`src/rtl/cdb_arbiter.sv`:
```
// cdb_arbiter: puts completing functional-unit results onto the single common data bus (CDB).
//
// Each FU owns a one-entry holding buffer. A round-robin arbiter picks one occupied buffer per
// cycle. The pick drives a registered CDB broadcast of the value and ROB tag.
//
// Ports
//   clock       rising-edge system clock
//   reset       asynchronous, active-high; clears all state
//   flush       synchronous squash; clears the buffers, the round-robin pointer and the CDB
//   fu_done     per-FU "result presented this cycle"
//   fu_result   per-FU result, slice [i*XLEN +: XLEN]
//   fu_tag      per-FU destination ROB tag, slice [i*TAG_W +: TAG_W]
//   fu_stall    buffer i is full and not granted; FU i must hold its result
//   cdb_select  one-hot grant for this cycle, decoded from registered state only
//   cdb_valid   registered: the CDB carries a result
//   cdb_value   registered broadcast value
//   cdb_tag     registered broadcast ROB tag

// One FU holding buffer. load and clear are mutually exclusive by construction in the parent.
module cdb_fu_buf #(
   parameter int XLEN  = 32,
   parameter int TAG_W = 5
) (
   input  logic             clock,
   input  logic             reset,
   input  logic             flush,
   input  logic             load,
   input  logic             clear,
   input  logic [XLEN-1:0]  in_value,
   input  logic [TAG_W-1:0] in_tag,
   output logic             buf_valid,
   output logic [XLEN-1:0]  buf_value,
   output logic [TAG_W-1:0] buf_tag
);
   always_ff @(posedge clock or posedge reset) begin
      if (reset) begin
         buf_valid <= 1'b0;
         buf_value <= '0;
         buf_tag   <= '0;
      end else if (flush) begin
         buf_valid <= 1'b0;          // squash wins over a result arriving this cycle
      end else if (load) begin
         buf_valid <= 1'b1;
         buf_value <= in_value;
         buf_tag   <= in_tag;
      end else if (clear) begin
         buf_valid <= 1'b0;
      end
   end
endmodule

module cdb_arbiter #(
   parameter int NUM_FU = 4,
   parameter int XLEN   = 32,
   parameter int TAG_W  = 5
) (
   input  logic                    clock,
   input  logic                    reset,
   input  logic                    flush,
   input  logic [NUM_FU-1:0]       fu_done,
   input  logic [NUM_FU*XLEN-1:0]  fu_result,
   input  logic [NUM_FU*TAG_W-1:0] fu_tag,
   output logic [NUM_FU-1:0]       fu_stall,
   output logic [NUM_FU-1:0]       cdb_select,
   output logic                    cdb_valid,
   output logic [XLEN-1:0]         cdb_value,
   output logic [TAG_W-1:0]        cdb_tag
);
   localparam int PTR_W = (NUM_FU > 1) ? $clog2(NUM_FU) : 1;

   logic [NUM_FU-1:0]             buf_valid;
   logic [NUM_FU-1:0][XLEN-1:0]   buf_value;
   logic [NUM_FU-1:0][TAG_W-1:0]  buf_tag;
   logic [NUM_FU-1:0]             buf_load;
   logic [NUM_FU-1:0]             buf_clear;

   logic [PTR_W-1:0]              rr_ptr;
   logic [PTR_W-1:0]              gnt_idx;
   logic [PTR_W-1:0]              scan_idx;
   logic                          gnt_any;
   int                            scan;

   // An FU may load into an empty buffer, or into one that drains this cycle.
   // A drain plus a refill in the same cycle gives back-to-back broadcasts.
   assign buf_load  = fu_done & (~buf_valid | cdb_select);
   assign buf_clear = cdb_select & ~fu_done;
   assign fu_stall  = buf_valid & ~cdb_select;

   for (genvar i = 0; i < NUM_FU; i++) begin : g_buf
      cdb_fu_buf #(.XLEN(XLEN), .TAG_W(TAG_W)) u_buf (
         .clock     (clock),
         .reset     (reset),
         .flush     (flush),
         .load      (buf_load[i]),
         .clear     (buf_clear[i]),
         .in_value  (fu_result[i*XLEN +: XLEN]),
         .in_tag    (fu_tag[i*TAG_W +: TAG_W]),
         .buf_valid (buf_valid[i]),
         .buf_value (buf_value[i]),
         .buf_tag   (buf_tag[i])
      );
   end

   // Round-robin scan. Start at rr_ptr and wrap modulo NUM_FU. The first occupied buffer wins.
   always_comb begin
      gnt_any    = 1'b0;
      gnt_idx    = '0;
      scan       = 0;
      scan_idx   = '0;
      cdb_select = '0;
      for (int k = 0; k < NUM_FU; k++) begin
         scan = int'(rr_ptr) + k;
         if (scan >= NUM_FU) scan = scan - NUM_FU;
         scan_idx = PTR_W'(scan);
         if (!gnt_any && buf_valid[scan_idx]) begin
            gnt_any = 1'b1;
            gnt_idx = scan_idx;
         end
      end
      if (gnt_any) cdb_select[gnt_idx] = 1'b1;
   end

   // CDB register and pointer. value/tag hold when idle; only valid drops.
   always_ff @(posedge clock or posedge reset) begin
      if (reset) begin
         rr_ptr    <= '0;
         cdb_valid <= 1'b0;
         cdb_value <= '0;
         cdb_tag   <= '0;
      end else if (flush) begin
         rr_ptr    <= '0;
         cdb_valid <= 1'b0;
         cdb_value <= '0;
         cdb_tag   <= '0;
      end else if (gnt_any) begin
         rr_ptr    <= (gnt_idx == PTR_W'(NUM_FU - 1)) ? '0 : gnt_idx + PTR_W'(1);
         cdb_valid <= 1'b1;
         cdb_value <= buf_value[gnt_idx];
         cdb_tag   <= buf_tag[gnt_idx];
      end else begin
         cdb_valid <= 1'b0;
      end
   end
endmodule

```
`config.mk`:
```
export PLATFORM = sky130hd
export DESIGN_NAME = cdb_arbiter
export DESIGN_NICKNAME = d
export VERILOG_FILES = /design/src/rtl/cdb_arbiter.sv
export SDC_FILE = /design/constraint.sdc
export NUM_CORES = 1
export LEC_CHECK = 0
export BUFFER_PORTS_ARGS = -buffer_cell sky130_fd_sc_hd__buf_2
export CAP_MARGIN = 20
export CORE_MARGIN = 2
export CORE_UTILIZATION = 35
export DETAILED_ROUTE_END_ITERATION = 8
export GPL_TIMING_DRIVEN = 0
export HOLD_SLACK_MARGIN = 0.05
export SKIP_LAST_GASP = 1
export SLEW_MARGIN = 0
export SYNTH_ARGS = -nofsm -noshare
export SYNTH_HDL_FRONTEND = slang
export SYNTH_SLANG_ARGS = --single-unit
```
`constraint.sdc`:
```
create_clock -name clock -period 13 [get_ports clock]
set_clock_uncertainty 0.05 [all_clocks]
set_input_delay 0.65 -clock clock [delete_from_list [all_inputs] [get_ports clock]]
set_output_delay 0.65 -clock clock [all_outputs]
set_load 0.02 [all_outputs]
```
==> results.md <==
* Result of the run: finished, final reports clean
* Gate power share at 24.4%
* Startpoint Class: flip-flop
* Post-route minimum period at 4254 ps
* WL final at 23670 um
* Slew HR at 32.80%
* Vias per inst at 4.912
* Grt ovf at 0
* Detailed Place HPWL at 16610 um
* Post-CTS sizing at 0
* ANT nets after route at 0
* M1 WL at 10920 um
* Clock sinks at 192
* Fin. Hold Viols at 0
* Dpl cell area at 9978 um^2
* Multi-input combinational cell area at 3445 um^2
* Post-synthesis cell area at 8537 um^2
* Fmax at 0.2351 GHz
* Fin nets at 1073
* DR top layer: met5
* Routed wire per std cell at 18.86 um
* DIE AREA at 25660 um^2
* Worst-Margin Slew at 1004 ps
* Vias in the first global route at 6301
* Latest clock arrival within the worst-skew pair at 430 ps
* Post-synth EDFFs at 0
* Sw Share at 31.65%
* Clock Root Buffer: clkbuf_16
* Met2 WL at 11240 um
* Fillers at 2389
* Drc violations at 0
* Worst r2r path cells at 13
* FP Rows at 57
* Setup CP Type: reg -> reg
* Final Non-Filler Cells at 1255
* NetSw at 541.9 uW
* Reg area at 4805 um^2
* Max_cap viols at 0
* CTS clk-pin slew, worst paths at 70 ps
* CTS Hold Bufs at 0
* # IOs at 201
* Ratio of cells with drive above 1 in the final layout at 43.01%
* Post-CTS Setup Repair Bufs at 0
* Register area share after synthesis at 56.28%
* Net Count, Synth at 853
* Predominant post-synthesis flop cell: dfrtp_1
* Met3 WL at 1245 um
* CTS H-tree depth at 4
* Lkg Pwr at 5.149 nW
* Fin crit share at 32.72%
* Placed Instances at 1222
* First-pass GRT wire length at 36850 um
* GRT Total Usage at 18.92%
* Largest net degree at the start of global routing at 116
* Total number of vias at 6164
* Seq pwr share at 45.8%
* Port buffer count at 200
* Yosys warnings at 0
* Power per Cell Area at 162.5 nW/um^2
* Max FO, Critical Path at 10
* RSZ-0062 raised after global routing: no
* Core Area at 24110 um^2
* GPL Wtd Cong at 0.7622
* Final Cell Area at 10540 um^2
* Post-synth ARST share at 100.0%
* Initial DRC Count at 316
* Initial DRT Pass Iterations at 4
* Endpoint class of the critical path: flip-flop
* WP data required at 13270 ps
* VDD IR max at 0.00006623 V
* Fin. max-slew vios at 0
* Inserted Clock Buffers at 17
* Post-synthesis cell type count at 35
* Die H at 160.2 um
* Yosys reg bits at 192
* Initial Util at 35.41%
* Mean Syn Cell Area at 12.25 um^2
* Worst min path class: in -> async
* Setup violators final at 0
* Internal at 1.170 mW
* Total power at 1.712 mW
* Cells after Synth at 697
* Clock Power Share at 29.8%
* Initial antenna violation count at 2
* Die Width at 160.2 um
* CTS tree: done
* Area growth syn-to-layout at 23.41%
* Final setup TNS at 0 ps
* Critical path arrival at 4520 ps
* Buffer depth of the longest clock path at 2
registers in the layout (all words and copies together) (netlist names):
name,cells
cdb_tag,5
cdb_valid,1
cdb_value,32
g_buf.u_buf.buf_tag,20
g_buf.u_buf.buf_valid,4
g_buf.u_buf.buf_value,128
rr_ptr,2
cells in the mapped netlist, drive strengths merged (2+ instances only):
master	instances	share of area, %
dfrtp	192	56
nand2	150	6.6
mux2	149	22
a22o	37	3.8
a31oi	37	2.7
nand3	37	2.2
clkbuf	27	1.2
buf	23	1.9
nor2	11	0.48
inv	7	0.31
a21oi	4	0.23
a211oi	2	0.18
a21boi	2	0.26
nand2b	2	0.15
or3b	2	0.21
final cells by class:
class / count / area share [%]
repair buffers: 201 / 9.763
diodes: 1 / 0.02375
multi-input cells: 448 / 32.70
clock inverters: 14 / 1.188
inverters: 7 / 0.3207
flip-flops and latches: 192 / 45.61
well taps: 324 / 3.848
plain buffers: 50 / 2.482
clock buffers: 18 / 4.074
critical path, stage by stage, from the launching register on:
cell and delay (ps):
dfrtp_1 380, buf_6 130, nand2b_1 140, a21o_1 180, and3_1 150, buf_4 170
inv_1 130, clkbuf_1 540, ha_1 290, nor2b_1 70, nor3b_1 180, clkbuf_1 720
clkbuf_1 590, mux2_2 410
cells by family (layout without fill, tap and decap cells):
kind of cell / count (synthesis) / in the layout / synth area share, %
adder cells (fa/ha/maj): 1 / 1 / 0.1465
other: 0 / 1 / 0
buffers and inverters: 57 / 290 / 3.371
AO/OA/AOI/OAI: 87 / 87 / 7.577
AND/OR/NAND/NOR: 211 / 211 / 10.29
flip-flops: 192 / 192 / 56.28
multiplexers: 149 / 149 / 22.34
final timing paths:
kind | startpoint | to | slack (ps)
max in group asynchronous | reset | g_buf[0].u_buf.buf_value[9] | 11700
hold reg to reg | cdb_value[20] | cdb_value[20] | 450
min in group clock | fu_result[34] | g_buf[1].u_buf.buf_value[2] | 390
setup reg to reg | rr_ptr[1] | g_buf[2].u_buf.buf_value[4] | 8750
setup / recovery | rr_ptr[1] | g_buf[2].u_buf.buf_value[4] | 8750
hold / removal | reset | g_buf[3].u_buf.buf_value[27] | 210
metrics by stage:
stage          util [%]  hold WS (ps)  setup slack (ps)
2_1_floorplan         -         429.2              7073
3_3_place_gp      41.25         435.3              4609
3_5_place_dp      41.39         440.9              8726
4_1_cts           43.69         235.9              8700
5_1_grt           43.69         246.8              8431
6_report          43.70         210.0              8746
power groups by stage:
stage | combinational (mW) | sequential [mW] | clock, mW
2_1_floorplan | 0.270 | 0.805 | 0
3_3_place_gp | 0.416 | 0.793 | 0
3_5_place_dp | 0.425 | 0.794 | 0
4_1_cts | 0.426 | 0.784 | 0.522
5_1_grt | 0.459 | 0.800 | 0.547
6_report | 0.418 | 0.784 | 0.510
placed cells by master, fill, tap and decap left out, drive strengths merged, types with 2 or more instances in the layout:
master,count
or3b,2
a31oi,37
clkinvlp,3
dfrtp,192
nand2b,2
clkbuf,45
nand2,150
a21oi,4
nor2,11
nand3,37
clkinv,5
a22o,37
mux2,149
a211oi,2
a21boi,2
buf,224
inv,13
layer usage:
| metal | global-route usage, % | vias to the layer above |
|---|---|---|
| li1 | - | 2882 |
| met1 | 25.95 | 3090 |
| met2 | 30.68 | 166 |
| met3 | 4.494 | 22 |
| met4 | 4.095 | 4 |
| met5 | 0 | - |
No activity file was read; power rests on OpenSTA's default activity.
